===== config.mk =====
export PLATFORM = sky130hd
export DESIGN_NAME = timer_counter0
export DESIGN_NICKNAME = d
export VERILOG_FILES = /design/src/rtl/timer_counter0.sv
export SDC_FILE = /design/constraint.sdc
export NUM_CORES = 1
export LEC_CHECK = 0
export CAP_MARGIN = 40
export CORE_MARGIN = 5
export CORE_UTILIZATION = 35
export CTS_CLUSTER_DIAMETER = 30
export DETAILED_ROUTE_END_ITERATION = 12
export PLACE_DENSITY = 0.59
export SLEW_MARGIN = 20
export SYNTH_ARGS = -nofsm -noshare
export SYNTH_HDL_FRONTEND = slang
export SYNTH_SLANG_ARGS = --single-unit

===== constraint.sdc =====
create_clock -name clk -period 2.9 [get_ports clk]
set_input_delay 0.29 -clock clk [delete_from_list [all_inputs] [get_ports clk]]
set_output_delay 0.29 -clock clk [all_outputs]
set_load 0.01 [all_outputs]

===== src/rtl/timer_counter0.sv =====
// ----------------------------------------------------------------------------
// timer_counter0 : 8-bit Timer/Counter0 for the ATmega32A emulator.
//
// Decodes CPU I/O writes to TCNT0, OCR0, TCCR0, TIMSK[1:0] and TIFR[1:0],
// runs a 10-bit prescaler and the 8-bit counter (normal or CTC mode), and
// raises the overflow and compare-match interrupt requests.
//
// Ports:
//   clk          in   system clock
//   clr          in   synchronous active-high reset
//   io_addr      in   6-bit I/O address from the CPU
//   io_wr        in   one-cycle I/O write strobe
//   io_din       in   8-bit I/O write data
//   io_dout      out  combinational read data for io_addr (8'h00 if not owned)
//   irq_ack_ov   in   TIMER0_OVF vector taken, clears TOV0
//   irq_ack_comp in   TIMER0_COMP vector taken, clears OCF0
//   irq_ov       out  TOV0 & TOIE0
//   irq_comp     out  OCF0 & OCIE0
//
// There is no FSM here; all state lives in the *_q register bank below.
// ----------------------------------------------------------------------------
module timer_counter0 #(
    parameter logic [5:0] IO_TCNT0 = 6'h32,
    parameter logic [5:0] IO_TCCR0 = 6'h33,
    parameter logic [5:0] IO_OCR0  = 6'h3C,
    parameter logic [5:0] IO_TIMSK = 6'h39,
    parameter logic [5:0] IO_TIFR  = 6'h38
) (
    input  logic       clk,
    input  logic       clr,
    input  logic [5:0] io_addr,
    input  logic       io_wr,
    input  logic [7:0] io_din,
    output logic [7:0] io_dout,
    input  logic       irq_ack_ov,
    input  logic       irq_ack_comp,
    output logic       irq_ov,
    output logic       irq_comp
);

    // Register bank. tifr bit 0 = TOV0, bit 1 = OCF0; timsk likewise.
    logic [7:0] tcnt_q, tcnt_d;
    logic [7:0] ocr_q, ocr_d;
    logic [7:0] tccr_q, tccr_d;
    logic [1:0] timsk_q, timsk_d;
    logic [1:0] tifr_q, tifr_d;
    logic [9:0] presc_q, presc_d;
    // Set by a TCNT0 write; blocks the compare match on the next tick.
    logic       supp_q, supp_d;

    logic running;
    logic tick;
    logic ctc;
    logic wr_tcnt, wr_ocr, wr_tccr, wr_timsk, wr_tifr;
    logic cnt_tick;
    logic match;
    logic set_tov, set_ocf;
    logic clr_tov, clr_ocf;

    // Clock select: the tick fires when the low log2(N) prescaler bits are
    // all ones. External-clock selections (110/111) are treated as stopped.
    always_comb begin
        running = 1'b0;
        tick    = 1'b0;
        case (tccr_q[2:0])
            3'd1: begin running = 1'b1; tick = 1'b1;           end
            3'd2: begin running = 1'b1; tick = &presc_q[2:0];  end
            3'd3: begin running = 1'b1; tick = &presc_q[5:0];  end
            3'd4: begin running = 1'b1; tick = &presc_q[7:0];  end
            3'd5: begin running = 1'b1; tick = &presc_q[9:0];  end
            default: begin running = 1'b0; tick = 1'b0;        end
        endcase
    end

    always_comb begin
        wr_tcnt  = io_wr && (io_addr == IO_TCNT0);
        wr_ocr   = io_wr && (io_addr == IO_OCR0);
        wr_tccr  = io_wr && (io_addr == IO_TCCR0);
        wr_timsk = io_wr && (io_addr == IO_TIMSK);
        wr_tifr  = io_wr && (io_addr == IO_TIFR);

        // CTC only for {WGM01,WGM00} = 2'b10; PWM encodings count as normal.
        ctc = tccr_q[3] & ~tccr_q[6];

        // A TCNT0 write discards the tick of the same cycle.
        cnt_tick = tick & ~wr_tcnt;
        // The suppressed match also blocks the CTC clear, not just OCF0.
        match    = cnt_tick & ~supp_q & (tcnt_q == ocr_q);
        set_ocf  = match;
        // Both modes leave 8'hFF by going to 8'h00, so TOV0 follows FF alone.
        set_tov  = cnt_tick & (tcnt_q == 8'hFF);

        // Writing TCCR0 deliberately leaves the prescaler running on.
        presc_d = running ? presc_q + 10'd1 : presc_q;

        tcnt_d = tcnt_q;
        supp_d = supp_q;
        if (wr_tcnt) begin
            tcnt_d = io_din;
            supp_d = 1'b1;
        end else if (cnt_tick) begin
            supp_d = 1'b0;
            tcnt_d = (ctc && match) ? 8'h00 : tcnt_q + 8'd1;
        end

        ocr_d   = wr_ocr   ? io_din      : ocr_q;
        tccr_d  = wr_tccr  ? io_din      : tccr_q;
        timsk_d = wr_timsk ? io_din[1:0] : timsk_q;

        // Flag priority: hardware set beats CPU clear/ack, which beats hold.
        clr_tov   = irq_ack_ov   | (wr_tifr & io_din[0]);
        clr_ocf   = irq_ack_comp | (wr_tifr & io_din[1]);
        tifr_d[0] = set_tov | (tifr_q[0] & ~clr_tov);
        tifr_d[1] = set_ocf | (tifr_q[1] & ~clr_ocf);
    end

    always_ff @(posedge clk) begin
        if (clr) begin
            tcnt_q  <= 8'h00;
            ocr_q   <= 8'h00;
            tccr_q  <= 8'h00;
            timsk_q <= 2'b00;
            tifr_q  <= 2'b00;
            presc_q <= 10'd0;
            supp_q  <= 1'b0;
        end else begin
            tcnt_q  <= tcnt_d;
            ocr_q   <= ocr_d;
            tccr_q  <= tccr_d;
            timsk_q <= timsk_d;
            tifr_q  <= tifr_d;
            presc_q <= presc_d;
            supp_q  <= supp_d;
        end
    end

    always_comb begin
        io_dout = 8'h00;
        if (io_addr == IO_TCNT0)      io_dout = tcnt_q;
        else if (io_addr == IO_OCR0)  io_dout = ocr_q;
        else if (io_addr == IO_TCCR0) io_dout = tccr_q;
        else if (io_addr == IO_TIMSK) io_dout = {6'b0, timsk_q};
        else if (io_addr == IO_TIFR)  io_dout = {6'b0, tifr_q};
    end

    assign irq_ov   = tifr_q[0] & timsk_q[0];
    assign irq_comp = tifr_q[1] & timsk_q[1];

endmodule


* After elaboration in Yosys (flattened, before gate mapping)
Cells that the tools add are included.
** Word-level totals
- Bits in registers :: 39
- Output and inout bits :: 10
- Logic and storage cells :: 65
- Bits of input ports :: 19
** Operators by class
- $add $sub $neg :: 2
- Equality and inequality tests :: 12
- Bitwise gates (word level) :: 20
- Muxes and demuxes :: 12
- Reduce and logical (&&, ||, !) cells :: 12
** Operators by type and width (number)
- $mux W8 :: 6
- $eq A6 B6 Y1 const B :: 5
- $and A1 B1 Y1 :: 11
- $add A10 B1 Y10 const B :: 1
- $reduce_and A10 Y1 :: 1
- $add A8 B1 Y8 const B :: 1
- $eq A8 B8 Y1 :: 1
- $eq A8 B8 Y1 const B :: 1
- $reduce_and A8 Y1 :: 1
- $eq A3 B2 Y1 const B :: 2
- $eq A3 B3 Y1 const B :: 2
- $logic_and A1 B1 Y1 :: 6
- $reduce_and A6 Y1 :: 1
- $not A1 Y1 :: 5
- $pmux W1 S5 :: 1
- $reduce_or A5 Y1 :: 1
- $mux W2 :: 2
- $or A1 B1 Y1 :: 4
- $eq A3 B1 Y1 const B :: 1
- $mux W1 :: 3
- $reduce_and A3 Y1 :: 1
- $reduce_bool A2 Y1 :: 1

* Depth between registers and ports, before layout
Gate-level depths: netlist of the first run.
- Word-level depth :: 10
- Mapped depth :: 9
- Gate-level depth less buffers :: 8

* Worst setup path before layout of the first run
OpenSTA, ideal clock, no wires.
- Kind :: register to register
- Start :: reg presc_q[0]
- End :: reg tcnt_q[0]
- Clock period less this slack :: 1.788 ns
- Cell stages (with the launch flop) :: 10
- Path slack :: 1.112 ns
- Arrival :: 1.664 ns
- Cell sequence :: dfxtp_1 > ha_1 > ha_1 > nand3b_1 > a21oi_1 > a211oi_2 > buf_6 > nor3_1 > a211oi_1 > nor3_1
** On the way
- Word-level cells in the longest chain between the ends :: 9
- Elaborated cells between the ends (all ways) :: 13
- Those cells by class :: mux: 4; bitwise: 3; reduce/logical: 6
** RTL lines
- start, declared :: RTL line 47 : logic [9:0] presc_q, presc_d;
- start signal, assigned :: RTL line 132 : presc_q <= presc_d;
- $reduce_and A10 Y1 (tied with other cells) :: RTL line 70 : 3'd5: begin running = 1'b1; tick = &presc_q[9:0]; end
- $pmux W1 S5 (*) :: RTL line 65 : case (tccr_q[2:0])
- $and A1 B1 Y1 (*) :: RTL line 86 : cnt_tick = tick & ~wr_tcnt;
- $and A1 B1 Y1 (2 in series) :: RTL line 88 : match = cnt_tick & ~supp_q & (tcnt_q == ocr_q);
- $logic_and A1 B1 Y1 :: RTL line 103 : tcnt_d = (ctc && match) ? 8'h00 : tcnt_q + 8'd1;
- $mux W8 :: RTL line 103
- $mux W8 :: RTL line 101 : end else if (cnt_tick) begin
- $mux W8 :: RTL line 98 : if (wr_tcnt) begin
- end signal, assigned :: RTL line 127 : tcnt_q <= tcnt_d;
- end, declared :: RTL line 42 : logic [7:0] tcnt_q, tcnt_d;
Every way passes the cells marked *; elsewhere a longest branch is shown, timed or not. The select of a mux whose other input is x is not followed.
A chain may end at the register's enable or synchronous reset.

* Final worst setup path of the first run
- Start :: in io_addr[0]
- End :: out io_dout[2]
** On the way
- Word-level cells in the longest chain between the ends :: 4
- Elaborated cells between the ends (all ways) :: 6
- Those cells by class :: eq/ne: 3; mux: 3
** RTL lines
- start, declared :: RTL line 31 : input logic [5:0] io_addr,
- $eq A6 B6 Y1 :: RTL line 141 : else if (io_addr == IO_TCCR0) io_dout = tccr_q;
- $mux W8 :: RTL line 141
- $mux W8 :: RTL line 140 : else if (io_addr == IO_OCR0) io_dout = ocr_q;
- $mux W8 (*) :: RTL line 139 : if (io_addr == IO_TCNT0) io_dout = tcnt_q;
- end, declared :: RTL line 34 : output logic [7:0] io_dout,
Every way passes the cells marked *; elsewhere a longest branch is shown, timed or not.

==> out/qor.csv, run 1 <==
metric,value,unit
status,completed,
period utilisation layout,87.6,%
fraction of final layout cells sized beyond drive strength 1,12.9,%
H-tree levels,2,
antenna violations before repair,0,
r2r setup slk,870,ps
critical path cell sequence,"clkdlybuf4s50_1, inv_1, nor4_4, buf_4, nand2_1, nand2_1, clkdlybuf4s50_1",
measured slew at the worst slew-check pin,573,ps
Worst path max stage delay,580,ps
sw frac,21.5,%
TritonCTS buffer count,5,
placed cell count,363,
kind of capture point of the worst setup path,primary output,
"Clk Latency, worst-skew pair",280,ps
critical-path maximum fanout,15,
final hold viol count,0,
DRT iter0 DRCs,145,
number of slew-limit violations in the final report,0,
Post-Route WL,5490,um
final total negative setup slack,0,ps
number of max-cap violations,0,
Area Growth Syn to Fin,21.4,%
"Design Area, Final",2690,um2
largest cells by area after synthesis,"sky130_fd_sc_hd__dfxtp_1, sky130_fd_sc_hd__nand2_1, sky130_fd_sc_hd__xor2_1, sky130_fd_sc_hd__nand3_1, sky130_fd_sc_hd__a21oi_1",
HP Class,reg2reg,
Max Fclk,0.394,GHz
post-layout util,43.1,%
die extent in x,89.6,um
number of global-route vias before repair,1845,
power per cell area,401,nW/um2
number of routed nets with antenna violations,0,
Yosys reg bits,39,
total internal power,847,uW
count of mapped cells out of synthesis,263,
share of total power in combinational logic,6.6,%
WP data required,2610,ps
vertical extent of the die,89.6,um
crit path launch type,primary input,
origin of the critical flop-to-flop path,presc_q[0],
number of flops mapped to enable cells by yosys,0,
clock share of power,43.4,%
number of vias in the routed layout,1994,
standby leakage power,1.05,nW
unrepaired setup endpoints after global routing,false,
number of failing setup endpoints in the final timing report,0,
first-pass GRT wire length,9200,um
path type of the worst setup path,in2out,
TritonCTS clock tree,built,
placed instance area,2570,um2
commonest register cell after synthesis,sky130_fd_sc_hd__dfxtp_1,
share of total power in sequential cells,50.0,%
"Reg clk slew, reported paths",80,ps
Worst Hold Launch,tccr_q[7],
maximum number of pins on one net before global-route repair,28,
Core Region,6240,um2
data arrival time at the worst-slack endpoint,2250,ps
Peak supply drop,0.000245,V
share of the yosys chip area belonging to registers,35.2,%
final standard cell count with taps included and fillers excluded,371,
final clock skew,2.30,ps
fin nets,315,
global-route total usage across every layer,14.7,%
total power,1.08,mW
setup fix buffers added after clock tree synthesis,0,
First-pass DRT Iterations,4,
overflow left after global routing,0,
cell type with the highest aggregate area in the netlist,sky130_fd_sc_hd__dfxtp_1,
syn avg cell area,8.43,um2
post-synthesis cell area,2220,um2
placed wire-length estimate after detailed placement,4050,um
highest-delay cell along the critical path,sky130_fd_sc_hd__clkdlybuf4s50_1,
final routed DRC violation total,0,
top cell type's share of synthesized area,35.2,%
net count of the mapped netlist,285,
Post-CTS Resized,0,
Starting Density,35.5,%
number of buffers on the longest clock path,2,
clk sink count,39,
overall die area,8020,um2
GP Congestion,0.793,
count of boundary I/O pins,29,
proportion of synthesized flip-flops having asynchronous set or reset,0,%
number of different library cells in the post-synthesis netlist,50,
number of diodes added for antenna fixing,0,
DR vias/cell,5.37,
Placement Rows,29,
root buffer cell,sky130_fd_sc_hd__clkbuf_8,
minimum clock period after layout,2540,ps
CTS Hold Bufs,0,
switching pwr,233,uW
input/output buffers,28,
Critical Path Source,io_addr[0],
average wire per cell in the routed design,14.8,um
max_slew headroom,61.6,%
yosys synthesis warning count,0,
metrics by stage:
| step | worst slack (ps) | hold slack (ps) |
|---|---|---|
| after global routing | 228 | 485 |
| after floorplan | 1110 | 408 |
| final | 360 | 458 |
| after CTS | 340 | 459 |
| after detailed placement | 338 | 449 |
| after global placement | 339 | 448 |
synth_stat cells (all sizes together) (2+ instances only):
| cell | count |
|---|---|
| a222oi | 2 |
| nand3b | 2 |
| a32oi | 3 |
| clkbuf | 6 |
| nor3 | 8 |
| a22oi | 7 |
| o21ai | 3 |
| o211ai | 2 |
| nor4 | 3 |
| and2 | 3 |
| o21bai | 4 |
| xor2 | 15 |
| mux2i | 2 |
| nand2 | 46 |
| nor2 | 20 |
| a211oi | 2 |
| nand2b | 4 |
| dfxtp | 39 |
| nand3 | 26 |
| and3 | 9 |
| nor4b | 2 |
| o311ai | 2 |
| and4 | 2 |
| ha | 3 |
| buf | 8 |
| nand4 | 6 |
| inv | 4 |
| a21oi | 23 |
routing by layer:
metal  part of all wire (%)  global-route usage (%)  vias to the layer above
met5                      0                       0                        -
met4                    1.3                    3.92                        0
met3                    7.1                    3.01                        4
met2                     46                    22.5                       56
met1                     46                    21.0                      938
li1                       -                       -                      996
power groups by stage:
stage	Clock, mW	Combinational (mW)	Sequential [mW]
after floorplan	0	0.0297	0.551
after global placement	0	0.0712	0.552
after detailed placement	0	0.0717	0.552
after CTS	0.485	0.0718	0.539
after global routing	0.504	0.0772	0.540
final	0.469	0.0715	0.539
flip-flops by register name, indices dropped and copies added, names as in the netlist:
| signal | count |
|---|---|
| tifr_q | 2 |
| timsk_q | 2 |
| tcnt_q | 8 |
| supp_q | 1 |
| ocr_q | 8 |
| presc_q | 10 |
| tccr_q | 8 |
cells by family (layout without fill, tap and decap cells):
| group | after synthesis | in the layout | synth area share (%) |
|---|---|---|---|
| xor gates and xnor gates | 16 | 16 | 6.32 |
| adders and majority gates | 3 | 3 | 1.69 |
| AOI/OAI and AO/OA | 51 | 51 | 16.4 |
| DFF | 39 | 39 | 35.2 |
| muxes | 3 | 3 | 1.41 |
| buffers and inverters | 18 | 49 | 4.63 |
| and+or+nand+nor | 133 | 133 | 34.3 |
critical path: cells and delay by family:
family        cells  cell delay, ps
simple gates      3             460
buf+inv           4            1490
worst paths after layout:
check                    end  cells past startpoint
setup / recovery  io_dout[2]                      7
hold reg to reg    tccr_q[7]                      2
setup reg to reg   tcnt_q[5]                      9
hold / removal     tccr_q[7]                      2
layout by cell type (no fill, tap or decap), drive strengths merged:
cell / instances
o211ai: 2
mux2i: 2
bufinv: 1
o22ai: 1
a22oi: 7
xor2: 15
and3: 9
buf: 9
nor4b: 2
nand2: 46
o21ai: 3
nor4: 3
clkdlybuf4s50: 28
a21boi: 1
nand3b: 2
a211oi: 2
nand3: 26
and2: 3
a222oi: 2
mux2: 1
nand2b: 4
o31ai: 1
dfxtp: 39
clkinv: 1
nor2: 20
o21bai: 4
o311ai: 2
nor3: 8
inv: 4
xnor2: 1
nor2b: 1
nand4: 6
a32oi: 3
clkbuf: 6
a21oi: 23
and4: 2
ha: 3
or2b: 1
layout make-up:
type | instances | area [um2]
multi-input cells | 206 | 1330
clock inverters | 2 | 35.0
inverters | 4 | 15.0
flip-flops and latches | 39 | 781
repair buffers | 37 | 348
well taps | 77 | 96.3
clock buffers | 6 | 82.6
fillers | 650 | 3550
Note: power is estimated with default switching activity, not from simulation.
==> run 2: changes to the inputs <==
--- a/config.mk
+++ b/config.mk
@@ -15,3 +15,4 @@
 export SYNTH_ARGS = -nofsm -noshare
 export SYNTH_HDL_FRONTEND = slang
 export SYNTH_SLANG_ARGS = --single-unit
+export TNS_END_PERCENT = 30
==> results of run 2 <==
No change in the layout: final DEF, timing and power equal those of run 1.
==> run 3: changes to the inputs <==
--- a/config.mk
+++ b/config.mk
@@ -7,10 +7,10 @@
 export LEC_CHECK = 0
 export CAP_MARGIN = 40
 export CORE_MARGIN = 5
-export CORE_UTILIZATION = 35
+export CORE_UTILIZATION = 59
 export CTS_CLUSTER_DIAMETER = 30
 export DETAILED_ROUTE_END_ITERATION = 12
-export PLACE_DENSITY = 0.59
+export PLACE_DENSITY = 0.89
 export SLEW_MARGIN = 20
 export SYNTH_ARGS = -nofsm -noshare
 export SYNTH_HDL_FRONTEND = slang
==> run 3 against run 2 <==
Against the previous run:
- die area fell by 37%
- largest cell class unchanged
- maximum frequency fell by 2.3%
- largest power group unchanged
- critical path depth did not move
- worst setup slack got worse by 60 ps
- clock skew rose by 1.4 ps
==> out/qor.csv, run 3 (same netlist as run 1, synthesis figures left out) <==
metric,value,unit
status,completed,
"Clk Latency, worst-skew pair",290,ps
crit path launch type,primary input,
register with the most flip-flops,presc_q,
number of max-cap violations,0,
die extent in x,71.3,um
"Reg clk slew, reported paths",70,ps
DRT iter0 DRCs,221,
fin nets,314,
placed cell count,332,
average wire per cell in the routed design,15.9,um
"flip-flop count of the largest register, all copies and words added",10,
power per cell area,368,nW/um2
overflow left after global routing,0,
vertical extent of the die,71.3,um
First-pass DRT Iterations,4,
Hold WS,454,ps
final standard cell count with taps included and fillers excluded,341,
Post-CTS Resized,0,
Starting Density,60.5,%
number of global-route vias before repair,2054,
fillers,285,
antenna violations before repair,0,
final hold viol count,0,
TritonCTS clock tree,built,
Post-Route WL,5440,um
number of vias in the routed layout,2078,
WP data required,2610,ps
count of boundary I/O pins,29,
minimum clock period after layout,2600,ps
number of slew-limit violations in the final report,0,
"commonest non-fill, non-tap cells in the layout","sky130_fd_sc_hd__nand2_1, sky130_fd_sc_hd__dfxtp_1, sky130_fd_sc_hd__clkdlybuf4s50_1",
placed wire-length estimate after detailed placement,4000,um
maximum number of pins on one net before global-route repair,22,
kind of capture point of the worst setup path,primary output,
H-tree levels,2,
Area Growth Syn to Fin,18.0,%
number of buffers on the longest clock path,2,
number of failing setup endpoints in the final timing report,0,
final total negative setup slack,0,ps
path type of the worst setup path,in2out,
TritonCTS buffer count,5,
number of routed nets with antenna violations,0,
"most common cell after layout, fill and taps aside",sky130_fd_sc_hd__nand2_1,
multi-input gate area in the final layout,1330,um2
CTS Hold Bufs,0,
number of diodes added for antenna fixing,0,
data arrival time at the worst-slack endpoint,2310,ps
final clock skew,3.73,ps
first-pass GRT wire length,9360,um
Placement Rows,22,
critical-path maximum fanout,5,
fraction of final layout cells sized beyond drive strength 1,11.9,%
Core Region,3660,um2
setup fix buffers added after clock tree synthesis,0,
Peak supply drop,0.000270,V
root buffer cell,sky130_fd_sc_hd__clkbuf_8,
unrepaired setup endpoints after global routing,false,
Max Fclk,0.385,GHz
final routed DRC violation total,0,
standby leakage power,1.02,nW
overall die area,5080,um2
input/output buffers,28,
HP Class,reg2reg,
max_slew headroom,63.8,%
period utilisation layout,89.7,%
global-route total usage across every layer,23.1,%
GP Congestion,0.864,
measured slew at the worst slew-check pin,542,ps
clk sink count,39,
DR vias/cell,6.09,
sequential cell area in the final layout,781,um2
==> run 3: changes by cell type in the layout (fill, tap and decap cells not counted), sizes merged <==
cell,previous run,this run
clkbuf,6,7
buf,9,8
bufinv,1,0
==> run 3: per-layer routing <==
metal	wire, um	up-vias	GRT usage [%]	part of all wire, %
met4	112	0	9.39	2.1
met1	2240	988	29.1	41
met5	0	-	0	0
met2	2720	76	38.2	50
li1	-	1000	-	-
met3	362	14	5.33	6.7
==> run 3: per-stage QoR <==
stage	worst slack [ps]	utilization [%]	total power, mW	area (um2)
global route	157	71.4	1.00	2610
CTS	314	71.1	0.965	2600
floorplan	1110	-	0.581	2220
detailed placement	316	68.9	0.621	2520
global placement	359	68.9	0.621	2520
finish	300	71.4	0.963	2610
==> run 3: layout make-up <==
cell class	count	share of cell area [%]
sequential	39	29.9
multi-input combinational	206	51.0
clock buffer	7	2.92
timing repair buffer	36	13.2
clock inverter	1	0.191
tap	48	2.30
inverter	4	0.574
==> run 3: critical path, stage by stage <==
cell                              delay (ps)
sky130_fd_sc_hd__clkdlybuf4s50_1         600
sky130_fd_sc_hd__nand2_1                 140
sky130_fd_sc_hd__nor3_1                  440
sky130_fd_sc_hd__nand2_1                 110
sky130_fd_sc_hd__nand2_1                  70
sky130_fd_sc_hd__mux2_2                  140
sky130_fd_sc_hd__clkdlybuf4s50_1         530
==> run 3: path summary, 6_finish.rpt <==
kind | from | end | slack, ps | cells past startpoint
min | tccr_q[4] | tccr_q[4] | 450 | 2
max | io_addr[3] | io_dout[0] | 300 | 7
min reg2reg | tccr_q[4] | tccr_q[4] | 450 | 2
max reg2reg | presc_q[0] | tcnt_q[7] | 700 | 9
==> run 3: power by group <==
part	switching (mW)	leakage, nW	total (mW)	internal (mW)
combinational	0.0388	0.667	0.0718	0.0331
sequential	0.00269	0.314	0.540	0.537
clock	0.182	0.0422	0.351	0.169
